`src/rtl/prog_run_ctrl_pkg.sv`:
```
// Shared definitions for the program load/run controller: FSM encoding,
// the default halt instruction and counter sizing helpers.
package prog_run_ctrl_pkg;

  typedef enum logic [2:0] {
    ST_IDLE = 3'd0,
    ST_LOAD = 3'd1,
    ST_HOLD = 3'd2,
    ST_RUN  = 3'd3,
    ST_FIN  = 3'd4
  } run_state_e;

  // RV32 ecall, used as the end-of-program marker.
  localparam logic [31:0] HALT_INSN_ECALL = 32'h0000_0073;

  localparam int unsigned CNT_W = 32;

  // Terminal count for an N-cycle interval starting at zero; N below 1 is treated as 1.
  function automatic logic [CNT_W-1:0] term_value(input int unsigned n);
    return (n == 0) ? '0 : CNT_W'(n - 1);
  endfunction

endpackage

```
`src/rtl/prog_run_ctrl_run_cycle_counter.sv`:
```
// Loadable, saturating up-counter with a terminal-count compare, shared by
// the reset-hold interval and the run-cycle budget.
module run_cycle_counter #(
  parameter int unsigned W = 32
) (
  input  logic         clk,
  input  logic         rst_n,
  input  logic         i_load,
  input  logic [W-1:0] i_load_val,
  input  logic         i_en,
  input  logic [W-1:0] i_term,
  output logic [W-1:0] o_cnt,
  output logic         o_term
);

  logic [W-1:0] r_cnt;

  // Load has priority over counting; counting stops at all-ones.
  always_ff @(posedge clk or negedge rst_n) begin
    if (!rst_n) begin
      r_cnt <= '0;
    end else if (i_load) begin
      r_cnt <= i_load_val;
    end else if (i_en && (r_cnt != '1)) begin
      r_cnt <= r_cnt + 1'b1;
    end
  end

  assign o_cnt  = r_cnt;
  assign o_term = (r_cnt == i_term);

endmodule

```
`src/rtl/prog_run_ctrl.sv`:
```
// Program load/run controller: streams a program into instruction memory,
// holds the core in reset for a fixed interval, then lets it run until it
// fetches the halt instruction or exhausts its cycle budget.
module prog_run_ctrl
  import prog_run_ctrl_pkg::*;
#(
  parameter int unsigned        ADDR_W     = 10,
  parameter int unsigned        DATA_W     = 32,
  parameter int unsigned        RST_CYCLES = 2,
  parameter int unsigned        MAX_CYCLES = 75,
  parameter logic [DATA_W-1:0]  HALT_INSN  = DATA_W'(HALT_INSN_ECALL)
) (
  input  logic              clk,
  input  logic              rst,
  input  logic              start,
  input  logic              ld_valid,
  output logic              ld_ready,
  input  logic [DATA_W-1:0] ld_data,
  input  logic              ld_last,
  output logic              mem_we,
  output logic [ADDR_W-1:0] mem_addr,
  output logic [DATA_W-1:0] mem_wdata,
  output logic              core_rst,
  input  logic [DATA_W-1:0] core_insn,
  input  logic              core_insn_vld,
  output logic [31:0]       cycle_cnt,
  output logic              busy,
  output logic              done,
  output logic              halted,
  output logic              timeout,
  output logic              overflow
);

  localparam logic [CNT_W-1:0] HOLD_TERM = term_value(RST_CYCLES);
  localparam logic [CNT_W-1:0] RUN_TERM  = term_value(MAX_CYCLES);

  run_state_e        r_state;
  run_state_e        w_next;
  logic [ADDR_W-1:0] r_addr;
  logic              r_halted;
  logic              r_timeout;
  logic              r_overflow;

  logic              w_clear;
  logic              w_cnt_load;
  logic              w_cnt_en;
  logic [CNT_W-1:0]  w_term;
  logic [CNT_W-1:0]  w_cnt;
  logic              w_cnt_term;
  logic              w_addr_max;
  logic              w_halt_hit;
  logic              w_set_halt;
  logic              w_set_timeout;
  logic              w_set_ovf;

  assign w_addr_max = (r_addr == '1);
  assign w_halt_hit = core_insn_vld && (core_insn == HALT_INSN);

  // Compare target depends only on state, kept outside the FSM block so the
  // terminal flag never feeds back into its own select.
  assign w_term = (r_state == ST_RUN) ? RUN_TERM : HOLD_TERM;

  run_cycle_counter #(
    .W (CNT_W)
  ) u_cycle_counter (
    .clk        (clk),
    .rst_n      (rst),
    .i_load     (w_cnt_load),
    .i_load_val ('0),
    .i_en       (w_cnt_en),
    .i_term     (w_term),
    .o_cnt      (w_cnt),
    .o_term     (w_cnt_term)
  );

  // State register.
  always_ff @(posedge clk or negedge rst) begin
    if (!rst) begin
      r_state <= ST_IDLE;
    end else begin
      r_state <= w_next;
    end
  end

  // Next-state, load-port handshake, memory write and counter control.
  always_comb begin
    w_next        = r_state;
    ld_ready      = 1'b0;
    mem_we        = 1'b0;
    mem_addr      = '0;
    mem_wdata     = '0;
    w_clear       = 1'b0;
    w_cnt_load    = 1'b0;
    w_cnt_en      = 1'b0;
    w_set_halt    = 1'b0;
    w_set_timeout = 1'b0;
    w_set_ovf     = 1'b0;
    case (r_state)
      ST_IDLE, ST_FIN: begin
        if (start) begin
          w_next     = ST_LOAD;
          w_clear    = 1'b1;
          w_cnt_load = 1'b1;
        end
      end
      ST_LOAD: begin
        ld_ready = 1'b1;
        if (ld_valid) begin
          mem_we    = 1'b1;
          mem_addr  = r_addr;
          mem_wdata = ld_data;
          if (ld_last || w_addr_max) begin
            w_next     = ST_HOLD;
            w_cnt_load = 1'b1;
            w_set_ovf  = !ld_last;
          end
        end
      end
      ST_HOLD: begin
        if (w_cnt_term) begin
          w_next     = ST_RUN;
          w_cnt_load = 1'b1;
        end else begin
          w_cnt_en = 1'b1;
        end
      end
      ST_RUN: begin
        if (w_halt_hit) begin
          w_next     = ST_FIN;
          w_set_halt = 1'b1;
        end else if (w_cnt_term) begin
          w_next        = ST_FIN;
          w_set_timeout = 1'b1;
        end else begin
          w_cnt_en = 1'b1;
        end
      end
      default: begin
        w_next = ST_IDLE;
      end
    endcase
  end

  // Write address: cleared on a new sequence, never wraps past the top word.
  always_ff @(posedge clk or negedge rst) begin
    if (!rst) begin
      r_addr <= '0;
    end else if (w_clear) begin
      r_addr <= '0;
    end else if (mem_we && !w_addr_max) begin
      r_addr <= r_addr + 1'b1;
    end
  end

  // Sticky status flags, cleared when a new sequence starts.
  always_ff @(posedge clk or negedge rst) begin
    if (!rst) begin
      r_halted   <= 1'b0;
      r_timeout  <= 1'b0;
      r_overflow <= 1'b0;
    end else if (w_clear) begin
      r_halted   <= 1'b0;
      r_timeout  <= 1'b0;
      r_overflow <= 1'b0;
    end else begin
      if (w_set_halt)    r_halted   <= 1'b1;
      if (w_set_timeout) r_timeout  <= 1'b1;
      if (w_set_ovf)     r_overflow <= 1'b1;
    end
  end

  assign core_rst = (r_state != ST_RUN);
  assign busy     = (r_state == ST_LOAD) || (r_state == ST_HOLD) || (r_state == ST_RUN);
  assign done     = (r_state == ST_FIN);
  assign halted   = r_halted;
  assign timeout  = r_timeout;
  assign overflow = r_overflow;
  // The shared counter is counting reset-hold cycles in HOLD; no run cycles have elapsed yet.
  assign cycle_cnt = (r_state == ST_HOLD) ? '0 : w_cnt;

endmodule

```
`config.mk`:
```
export PLATFORM = sky130hd
export DESIGN_NAME = prog_run_ctrl
export DESIGN_NICKNAME = d
export VERILOG_FILES = /design/src/rtl/prog_run_ctrl_pkg.sv /design/src/rtl/prog_run_ctrl_run_cycle_counter.sv /design/src/rtl/prog_run_ctrl.sv
export SDC_FILE = /design/constraint.sdc
export NUM_CORES = 1
export LEC_CHECK = 0
export ABC_AREA = 1
export CAP_MARGIN = 20
export CORE_ASPECT_RATIO = 0.9
export CORE_MARGIN = 5
export CORE_UTILIZATION = 43
export CTS_CLUSTER_DIAMETER = 40
export DETAILED_ROUTE_END_ITERATION = 7
export PLACE_DENSITY_LB_ADDON = 0.08
export SYNTH_ARGS = -nofsm -noshare
export SYNTH_HDL_FRONTEND = slang
export SYNTH_HIERARCHICAL = 1
export SYNTH_SLANG_ARGS = --single-unit
export TNS_END_PERCENT = 1
```
`constraint.sdc`:
```
create_clock -name clk -period 2.85 [get_ports clk]
set_input_delay 0.285 -clock clk [delete_from_list [all_inputs] [get_ports clk]]
set_output_delay 0.285 -clock clk [all_outputs]
set_load 0.01 [all_outputs]
```
==> flow_summary.toml <==
[sta]
rsz0062_at_grt = "true"
slew_headroom = 0.4087
worst_slack_ns = 0.2397
setup_viol = 0
hold_viol = 0
slew_viol_final = 0
worst_pin_slew_ns = 0.8869
finalSetupTns_ns = 0
skew_ns = 0.006536
timing.final.crit_period_ns = 2.610
fmax_mhz = 383.1
fin_crit_sh = 0.9159

[die]
dieArea_sq_um = 12710
fp-row-count = 35
die_h_microns = 107.5
die_w_microns = 118.3
initial_core_util = 0.4410
ioPinCount = 152
core_region_area_sq_um = 10290

[cts]
cts_resized = 0
ctsHoldBuffers = 0
clockBufferDepth = 2
path_clk_slew_ns = 0.07
insertion_delay_ns = 0.29
clock-sinks = 48
cts_root_buf = "clkbuf_16"
cts_buffers = 5
cts_tree = "done"
post-cts-setup-buffers = 0
htreeDepth = 2

[finish]
nets = 1082
stdcell_count = 1140
fin_area_sq_um = 6830
final_common_cell = "nand2_1"
final_cell_mix = "nand2_1, clkdlybuf4s50_1, nor2_1"
fillCellCount = 982
drive_above_1_share = 0.08111
antenna_cells = 0
area_growth_pct = 50.51

[synth]
synth.top_cells.by_area = "dfrtp_1, nand2_1, nor2_1, nand3_1, inv_1"
syn-cell-area_sq_um = 4538
yosysTopAreaCell = "dfrtp_1"
synth_top_area_frac = 0.2647
yosysUniqueCellTypes = 41
yosysWarningCount = 6
syn_avg_cell_area_sq_um = 5.848
ys_seq_area_frac = 0.2647
synth_seq_cells = 48
syn_inst = 776

[global_routing]
overflow = 0
grt_pass1_wl_mm = 25.34
antenna_found_initial = 0
grt_pass1_vias = 5012
grt_max_degree = 38
track_usage = 0.2375

[pwr]
leakagePower_nw = 3.322
clkPwrFrac = 0.154
power_switching_mw = 1.978
p_seq_frac = 0.245
ir_drop_mv = 0.3844
p_comb_frac = 0.602
power_density_nw_per_um2 = 693.7
sw_frac_of_total = 0.4175
internal_power_mw = 2.760

[detailed_routing]
drt_iter0_drc = 466
via_per_inst = 4.696
first_pass_iters = 5
drc = 0
ant_nets = 0
routedWlPerCell_microns = 13.22
drt-total-wl_mm = 15.07
vias = 5353

[worst_setup_path]
crit_path_max_fanout = 34
cp.required_ns = 3.02
cp.arrival_ns = 2.78
crit_type = "register to register"
worst_setup_path_start_kind = "register"
endpoint_kind = "register"

[outcome]
outcome = "finished clean"

[min_path]
hp-class = "input pin to asynchronous set/reset pin"

[placement]
gp_congestion = 0.8606
dp_slack_ns = 0.1917
dpl_cell_area_sq_um = 6634
dp_hpwl_mm = 11.88
dp_cells = 1132
io_buffers = 151

[flow_run]
drv_cap = 0
## path summary, 6_finish.rpt
path                            start                        end  slack [ns]  cells past startpoint
setup / recovery           r_state[1]   u_cycle_counter/o_cnt[4]        0.24                     18
hold / removal                    rst  u_cycle_counter/o_cnt[11]        0.12                      1
setup reg to reg           r_state[1]   u_cycle_counter/o_cnt[4]        0.24                     18
hold reg to reg              overflow                   overflow        0.51                      2
max in group asynchronous         rst                    timeout        2.08                      2
min in group clk             overflow                   overflow        0.51                      2
## final cells by class
type | instances | area, sq um | area share
Sequential cell | 48 | 1201 | 0.1759
Timing Repair Buffer | 193 | 1838 | 0.2691
Clock buffer | 7 | 152.6 | 0.02235
Tap cell | 129 | 161.4 | 0.02363
Multi-Input combinational cell | 675 | 3114 | 0.4559
Inverter | 87 | 332.8 | 0.04873
Clock inverter | 1 | 30.03 | 0.004396
## critical path, cell delays in order, from the launching register on
cell and delay [ns]:
dfrtp_1 0.36, inv_1 0.11, nor3_2 0.19, buf_4 0.18
xnor2_1 0.11, nand4_1 0.09, nor2_1 0.09, nand2_1 0.07
nor2_2 0.17, inv_1 0.05, nor2_1 0.14, a21oi_1 0.07
nand2_1 0.13, clkinv_1 0.16, buf_6 0.24, nor2_1 0.13
a31oi_1 0.05, nand2_1 0.07, o21ai_1 0.07
## kinds of logic after synthesis
kind of cell	after synthesis	share of synthesized area
buffers and inverters	112	0.1012
DFF	48	0.2647
AOI/OAI and AO/OA	42	0.05486
adders and majority gates	2	0.005513
and+or+nand+nor	537	0.5073
xor gates and xnor gates	34	0.06562
other	1	0.0008263
## layer usage
layer | wire, microns | GRT usage | share of wire | up-vias
li1 | - | - | - | 2805
met5 | 0 | 0 | 0 | -
met2 | 6960 | 0.3968 | 0.46 | 164
met4 | 94 | 0.03358 | 0.0062 | 0
met3 | 962 | 0.04362 | 0.064 | 8
met1 | 7056 | 0.3278 | 0.47 | 2376
## power by group through the flow
| stage | sequential [mW] | combinational [mW] | clock, mW |
|---|---|---|---|
| final | 1.16 | 2.85 | 0.728 |
| after global routing | 1.19 | 3.18 | 0.763 |
| after CTS | 1.16 | 2.86 | 0.732 |
| after detailed placement | 1.17 | 2.84 | 0 |
| after global placement | 1.17 | 2.81 | 0 |
| after floorplan | 1.26 | 1.49 | 0 |
## per-stage QoR
stage,utilization,hold slack [ns],power (mW)
after detailed placement,0.6446,0.4553,4.010
after global routing,0.6637,0.1846,5.136
after floorplan,-,-0.01059,2.746
after CTS,0.6624,0.1523,4.754
final,0.6637,0.1163,4.738
after global placement,0.6446,0.4536,3.979
## cells in the mapped netlist (all sizes together)
cell type	count
a21oi	6
a31oi	7
a41oi	1
and2	2
buf	16
clkbuf	9
clkinv	3
conb	1
dfrtp	48
ha	2
inv	84
nand2	304
nand3	63
nand3b	12
nand4	12
nor2	138
nor3	4
nor3b	1
o21a	3
o21ai	22
o21bai	3
or2	1
xnor2	33
xor2	1
## state kept, by name, indices dropped and copies added (netlist names)
register and count:
r_addr 10, timeout 1, overflow 1, halted 1, u_cycle_counter/o_cnt 32, r_state 3
No activity file was read; power rests on OpenSTA's default activity.
